<file path="src/rtl/lpf_sample_sequencer.sv">
// Sequencer feeding a low-pass filter from a synchronous-read sample memory,
// appending zero flush samples and streaming captured results over valid/ready.
module lpf_sample_sequencer #(
   parameter int DATA_W        = 32,
   parameter int ADDR_W        = 7,
   parameter int NUM_SAMPLES   = 125,
   parameter int SAMPLE_DIV    = 4,
   parameter int FLUSH_SAMPLES = 8
) (
   input  logic              clk,
   input  logic              reset,
   input  logic              start,
   input  logic              abort,
   output logic [ADDR_W-1:0] mem_addr,
   output logic              mem_rd_en,
   input  logic [DATA_W-1:0] mem_rdata,
   output logic [DATA_W-1:0] noisy_data,
   output logic              sample_valid,
   input  logic [DATA_W-1:0] filtered_data,
   output logic [DATA_W-1:0] out_data,
   output logic              out_valid,
   input  logic              out_ready,
   output logic              out_last,
   output logic              busy,
   output logic              done
);

   // state    | meaning
   // IDLE     | waiting for start
   // FETCH    | period cycle 0, memory read issued (memory samples only)
   // LOAD     | period cycle 1, read data (or zero) loaded into noisy_data
   // HOLD     | period cycles 2..SAMPLE_DIV-1, capture on the last one
   // WAIT_OUT | capture point reached but output slot still occupied
   // DRAIN    | last result captured, waiting for it to be accepted

   localparam int TOTAL = NUM_SAMPLES + FLUSH_SAMPLES;
   localparam int IDX_W = $clog2(TOTAL) + 1;
   localparam int CNT_W = $clog2(SAMPLE_DIV);

   localparam logic [IDX_W-1:0] IDX_LAST  = IDX_W'(TOTAL - 1);
   localparam logic [IDX_W-1:0] IDX_NMEM  = IDX_W'(NUM_SAMPLES);
   localparam logic [CNT_W-1:0] HOLD_INIT = CNT_W'(SAMPLE_DIV - 3);

   typedef enum logic [2:0] {
      S_IDLE,
      S_FETCH,
      S_LOAD,
      S_HOLD,
      S_WAIT_OUT,
      S_DRAIN
   } state_t;

   state_t            state, state_nxt;
   logic [IDX_W-1:0]  idx;
   logic [CNT_W-1:0]  hold_cnt;
   logic [ADDR_W-1:0] addr_idx;

   logic slot_free, is_mem, kill;
   logic capture, idx_clr, idx_inc, load_smp, cnt_load, cnt_dec, finish;

   if (IDX_W >= ADDR_W) begin : g_addr_trunc
      assign addr_idx = idx[ADDR_W-1:0];
   end else begin : g_addr_ext
      assign addr_idx = {{(ADDR_W-IDX_W){1'b0}}, idx};
   end

   always_ff @(posedge clk) begin
      if (!reset) state <= S_IDLE;
      else        state <= state_nxt;
   end

   always_comb begin
      state_nxt = state;
      capture   = 1'b0;
      idx_clr   = 1'b0;
      idx_inc   = 1'b0;
      load_smp  = 1'b0;
      cnt_load  = 1'b0;
      cnt_dec   = 1'b0;
      finish    = 1'b0;
      slot_free = !out_valid || out_ready;
      is_mem    = idx < IDX_NMEM;
      busy      = state != S_IDLE;
      kill      = abort && busy;

      unique case (state)
         S_IDLE: begin
            if (start) begin
               idx_clr   = 1'b1;
               state_nxt = S_FETCH;
            end
         end
         S_FETCH: state_nxt = S_LOAD;
         S_LOAD: begin
            load_smp  = 1'b1;
            cnt_load  = 1'b1;
            state_nxt = S_HOLD;
         end
         S_HOLD: begin
            if (hold_cnt != '0)  cnt_dec   = 1'b1;
            else if (slot_free)  capture   = 1'b1;
            else                 state_nxt = S_WAIT_OUT;
         end
         S_WAIT_OUT: begin
            if (slot_free) capture = 1'b1;
         end
         S_DRAIN: begin
            if (out_valid && out_ready) begin
               finish    = 1'b1;
               state_nxt = S_IDLE;
            end
         end
         default: state_nxt = S_IDLE;
      endcase

      if (capture) begin
         if (idx == IDX_LAST) begin
            state_nxt = S_DRAIN;
         end else begin
            idx_inc   = 1'b1;
            state_nxt = S_FETCH;
         end
      end

      // Abort wins over everything, including a capture in the same cycle.
      if (kill) begin
         state_nxt = S_IDLE;
         capture   = 1'b0;
         idx_inc   = 1'b0;
         load_smp  = 1'b0;
         finish    = 1'b0;
      end

      mem_rd_en = (state == S_FETCH) && is_mem;
      mem_addr  = mem_rd_en ? addr_idx : '0;
   end

   always_ff @(posedge clk) begin
      if (!reset) begin
         idx          <= '0;
         hold_cnt     <= '0;
         noisy_data   <= '0;
         sample_valid <= 1'b0;
         out_data     <= '0;
         out_valid    <= 1'b0;
         out_last     <= 1'b0;
         done         <= 1'b0;
      end else if (kill) begin
         idx          <= '0;
         hold_cnt     <= '0;
         noisy_data   <= '0;
         sample_valid <= 1'b0;
         out_valid    <= 1'b0;
         out_last     <= 1'b0;
         done         <= 1'b0;
      end else begin
         sample_valid <= load_smp;
         done         <= finish;

         if (idx_clr)      idx <= '0;
         else if (idx_inc) idx <= idx + IDX_W'(1);

         if (load_smp) noisy_data <= is_mem ? mem_rdata : '0;

         if (cnt_load)     hold_cnt <= HOLD_INIT;
         else if (cnt_dec) hold_cnt <= hold_cnt - CNT_W'(1);

         // A capture refills the slot even when the old result leaves this cycle.
         if (capture) begin
            out_data  <= filtered_data;
            out_valid <= 1'b1;
            out_last  <= idx == IDX_LAST;
         end else if (out_valid && out_ready) begin
            out_valid <= 1'b0;
            out_last  <= 1'b0;
         end
      end
   end

endmodule

</file>
<file path="config.mk">
export PLATFORM = sky130hd
export DESIGN_NAME = lpf_sample_sequencer
export DESIGN_NICKNAME = d
export VERILOG_FILES = /design/src/rtl/lpf_sample_sequencer.sv
export SDC_FILE = /design/constraint.sdc
export NUM_CORES = 1
export LEC_CHECK = 0
export ABC_AREA = 1
export CORE_MARGIN = 2
export CORE_UTILIZATION = 38
export DETAILED_ROUTE_END_ITERATION = 7
export GPL_TIMING_DRIVEN = 0
export PLACE_DENSITY = 0.75
export RECOVER_POWER = 50
export SLEW_MARGIN = 10
export SYNTH_ARGS = -nofsm -noshare
export SYNTH_HDL_FRONTEND = slang
export SYNTH_SLANG_ARGS = --single-unit
</file>
<file path="constraint.sdc">
create_clock -name clk -period 1.5 [get_ports clk]
set_clock_uncertainty 0.1 [all_clocks]
set_input_delay 0.3 -clock clk [delete_from_list [all_inputs] [get_ports clk]]
set_output_delay 0.3 -clock clk [all_outputs]
set_load 0.01 [all_outputs]
</file>
# [Word level (Yosys, flattened, before mapping)]
# Cells that the tools add are included.
[word_totals] reg_bits=82 latch_bits=0 ram_bits=0 romBits=0 inputBits=69 output_inout_bits=77 word_cells=71 mem_count=0
[op_classes] addsub=2 n_mul=0 div=0 magnitude_cmp=1 eq_ne=11 shifts=0 mux=28 bitwise=3 reduce_logical=16
[ops] cell="$mux 32" n=1
[ops] cell="$mux 1" n=18
[ops] cell="$mux 3" n=6
[ops] cell="$pmux 3 s6" n=1
[ops] cell="$ne 3x3->1 const B" n=4
[ops] cell="$add 9x1->9 const B" n=1
[ops] cell="$eq 9x8->1 const B" n=1
[ops] cell="$lt 9x7->1 const B" n=1
[ops] cell="$reduce_or 3->1" n=3
[ops] cell="$mux 7" n=1
[ops] cell="$eq 3x2->1 const B" n=2
[ops] cell="$eq 3x3->1 const B" n=2
[ops] cell="$reduce_bool 2->1" n=3
[ops] cell="$reduce_and 5->1" n=1
[ops] cell="$eq 3x1->1 const B" n=1
[ops] cell="$logic_and 1x1->1" n=3
[ops] cell="$logic_not 3->1" n=1
[ops] cell="$not 1->1" n=3
[ops] cell="$reduce_bool 3->1" n=1
[ops] cell="$ne 2x2->1 const B" n=1
[ops] cell="$pmux 1 s2" n=1
[ops] cell="$reduce_and 2->1" n=1
[ops] cell="$reduce_or 2->1" n=1
[ops] cell="$sub 2x1->2 const B" n=1
[ops] cell="other kinds (2)" n=2

# [Logic depth before layout (Yosys ltp)]
[logic_depth] word_depth=7 mapped_depth=10 mapped_depth_nobuf=9

# [Worst setup path before layout]
# No wires, ideal clock.
[synth_path] path_type="register to register" start="reg idx[0]" end="reg out_last" setup_time_ns=0.126 t_arrival_ns=1.318 required_ns=1.274 slack_ns=-0.044 path_stages_with_launch=9 n_path_buf=1 cell_sequence="dfxtp_1 -> inv_1 -> ha_1 -> nand2_1 -> inv_1 -> nand4_1 -> clkbuf_1 -> a21oi_1 -> a21boi_0"
[synth_between] elab_chain_cells=2
[synth_lines] item="start: declaration" line="54" rtl="logic [IDX_W-1:0] idx;"
[synth_lines] item="start signal: assignment" line="161" rtl="else if (idx_inc) idx <= idx + IDX_W'(1);"
[synth_lines] item="$eq 9x8->1" line="172" rtl="out_last <= idx == IDX_LAST;"
[synth_lines] item="$mux 1" line="169" rtl="if (capture) begin"
[synth_lines] item="end signal: assignment" line="154" rtl="out_last <= 1'b0;"
[synth_lines] item="end signal: assignment" line="172"
[synth_lines] item="end signal: assignment" line="175" rtl="out_last <= 1'b0;"
[synth_lines] item="end: declaration" line="23" rtl="output logic out_last,"
# Every way passes these cells.
# A chain may end at the register's enable or synchronous reset.

# [Worst setup path after layout]
[layout_path] start="reg state[0]" end="out mem_addr[0]"
[layout_between] elab_chain_cells=3
[layout_lines] item="start: declaration" line="53" rtl="state_t state, state_nxt;"
[layout_lines] item="start signal: assignment" line="69" rtl="else state <= state_nxt;"
[layout_lines] item="$eq 3x1->1" line="134" rtl="mem_rd_en = (state == S_FETCH) && is_mem;"
[layout_lines] item="$logic_and 1x1->1" line="134"
[layout_lines] item="$mux 7" line="135" rtl="mem_addr = mem_rd_en ? addr_idx : '0;"
[layout_lines] item="end: declaration" line="14" rtl="output logic [ADDR_W-1:0] mem_addr,"
# Every way passes these cells.

==> results by group <==
Synthesis
  – YS warnings: 0
  – Synth Flop Type: dfxtp_1
  – Post-synth EDFFs: 0
  – Most common cell in the netlist: nand2_1
  – Mapped Avg Cell Area: 7.49 µm²
  – Sequential area share after synthesis: 47.8%
  – Synth Register Bits: 82
  – Synth cell types: 27
  – Syn Std Cell Area: 3430 µm²
  – FFs w/ async S/R, synth: 0%
  – Syn nets: 530
  – Post-synth top area share: 47.8%
  – Syn Inst Count: 458
  – Top post-synthesis cells by count: nand2_1, dfxtp_1, a21oi_1, nand3_1, inv_1
  – Top post-synthesis cells by area: dfxtp_1, nand2_1, a21oi_1
  – Area leader, netlist: dfxtp_1

Worst setup path
  – Setup slack, reg-to-reg: -0.36 ns
  – Critical path depth: 6
  – WP data required: 1.10 ns
  – Crit path DAT: 1.55 ns
  – Crit path max fanout: 6
  – Max incr delay on CP: 0.37 ns
  – Setup CP Type: reg -> out
  – Reg2reg path depth: 12
  – Slowest-stage cell, CP: dfxtp_4
  – Critical Path End Type: output port
  – Crit-path cells: inv_4 -> nor3_4 -> nand3_4 -> buf_6 -> nor2_1 -> buf_2
  – WP buf/inv: 3
  – Kind of start point of the critical path: flip-flop
  – Top delay family on crit path: simple AND/OR/NAND/NOR gates

Clocking
  – Total clock sinks: 82
  – Clk_lat worst skew: 0.35 ns
  – Root Buffer Master: clkbuf_8
  – Clock tree from TritonCTS: done
  – H-tree levels: 3
  – CTS buffer count: 9
  – CTS Hold Buffers Added: 0
  – Clock Path Buffers: 2
  – Worst-path clk slew: 0.08 ns

Finish
  – Nets: 747
  – Sequential Area: 1660 µm²
  – Synth-to-layout area growth: 91.7%
  – Fillcell total: 614
  – Post-layout util: 75.5%
  – Share of layout cells above drive strength 1: 37.6%
  – Ant diodes: 0
  – Area of the multi-input gates: 2150 µm²

GRT
  – First-pass GRT wire length: 19.4 mm
  – Initial antenna violation count: 0
  – Largest net degree at the start of global routing: 14
  – Overflow after GRT: 0
  – Vias in the first global route: 4143
  – Total track usage: 24.3%

Run status
  – Failing checks: setup timing
  – Status: finished with violations

Flow run
  – Max-cap viol count: 0

Route
  – Via-per-instance ratio: 5.36
  – Vias: 4216
  – Starting DRT DRC Count: 179
  – DRT antenna net count: 0
  – DRC: 0
  – Drt pass-1 iters: 5
  – Routed WL: 13.5 mm
  – Post-DR wirelength/cell: 17.1 µm

STA
  – # setup viols final: 90
  – Tmin final: 1.95 ns
  – Max-Slew Margin vs Limit: 56.5%
  – Min setup slack post-route: -0.453 ns
  – Slew Limit Fails: 0
  – Part of the cycle the worst path needs: 130%
  – Fmax: 0.512 GHz
  – Worst slew pin tran: 0.652 ns
  – RSZ-0062 raised after global routing: true
  – Endpoints failing hold: 0
  – Fin Setup TNS: -27.15 ns

Worst hold path
  – Hold crit path type: reg -> reg
  – Hold path depth: 2

Placed design
  – # port buffers: 145
  – Dpl ws: -0.752 ns
  – Placer Congestion: 0.932
  – Dpl hpwl: 7.23 mm

Die
  – Die width: 99.0 µm
  – Initial Util: 39.4%
  – I/O pin count: 146
  – Die Ht: 99.0 µm
  – Core area: 8720 µm²
  – Core Rows: 34
  – Full die area: 9810 µm²

Power and ir drop
  – PwrDens: 1360 nW/µm²
  – Leak Pwr: 0.00296 µW
  – Peak supply drop: 0.749 mV
  – Total chip power: 8970 µW
-- path summary, 6_finish.rpt --
check,startpoint,end
setup / recovery,state[0]$_SDFFE_PP0P_,mem_addr[0]
hold / removal,out_data[8]$_SDFFE_PN0P_,out_data[8]$_SDFFE_PN0P_
setup reg to reg,state[0]$_SDFFE_PP0P_,out_data[25]$_SDFFE_PN0P_
hold reg to reg,out_data[8]$_SDFFE_PN0P_,out_data[8]$_SDFFE_PN0P_
-- cell usage in the layout (no fill, tap or decap), types with 3 or more instances in the layout --
master and n:
inv_2 7, clkdlybuf4s50_1 68, nand3_4 4, clkbuf_1 8, nand4_1 13, o21ai_0 4
nand2_2 15, nor2_4 8, buf_2 6, nand2_4 18, o21ai_2 29, a21oi_1 33
bufinv_16 3, clkbuf_8 13, a21oi_2 41, buf_12 5, o21ai_4 4, nand3_1 38
dlygate4sd2_1 68, dfxtp_2 5, dfxtp_1 73, clkbuf_2 4, dfxtp_4 4, nor2_1 17
inv_1 22, buf_8 11, buf_6 30, buf_4 29, nand2_1 73
-- flip-flops by register name, indices dropped and copies added (netlist names) --
signal and flops:
out_valid 1, sample_valid 1, hold_cnt 2, out_data 32, out_last 1, idx 9, state 3, done 1
noisy_data 32
-- power by group --
group / leakage (µW) / internal, µW / switching, µW
Clock: 0.000116 / 1100 / 798
Combinational: 0.00218 / 2150 / 2190
Sequential: 0.000668 / 2510 / 234
Total: 0.00296 / 5750 / 3220
-- timing repair --
action | 4_1_cts | 5_1_grt
setup endpoints to repair | 153 | 90
pin swaps | 25 | 30
buffers inserted | 42 | 11
cloned | 12 | 0
resized for setup | 260 | 146
-- per-layer routing --
metal | track usage [%] | part of all wire, %
met2 | 42.0 | 51
met1 | 28.0 | 37
met4 | 10.1 | 4.2
met5 | 0 | 0
met3 | 7.23 | 7.8
-- layout make-up --
class | count | area share (%)
plain buffers | 27 | 3.90
clock inverters | 5 | 1.58
clock buffers | 10 | 1.94
inverters | 33 | 2.34
flip-flops and latches | 82 | 25.3
repair inverters | 1 | 0.171
well taps | 108 | 2.05
repair buffers | 206 | 30.1
multi-input cells | 315 | 32.7
-- metrics by stage --
step	hold WS, ns	instances	area (µm²)
floorplan	0.277	458	3430
global placement	0.351	711	5020
detailed placement	0.357	711	5020
CTS	0.363	779	5960
global route	0.386	787	6580
finish	0.361	787	6580
-- tightest hold or removal path: cells and delay by family, from the launching register on --
kind,cells,cell delay (ns)
compound gates,1,0.05
flops,1,0.31
simple gates,1,0.06
-- logic make-up (layout without fill, tap and decap cells) --
| family | count (synthesis) | in the layout | synth area share, % |
|---|---|---|---|
| AO/OA/AOI/OAI | 117 | 117 | 17.7 |
| XOR/XNOR | 2 | 2 | 0.510 |
| adder cells (fa/ha/maj) | 3 | 3 | 1.09 |
| buffers and inverters | 62 | 282 | 8.02 |
| flip-flops | 82 | 82 | 47.8 |
| AND/OR/NAND/NOR | 192 | 193 | 24.9 |
Power figures use the tool's default switching activity.
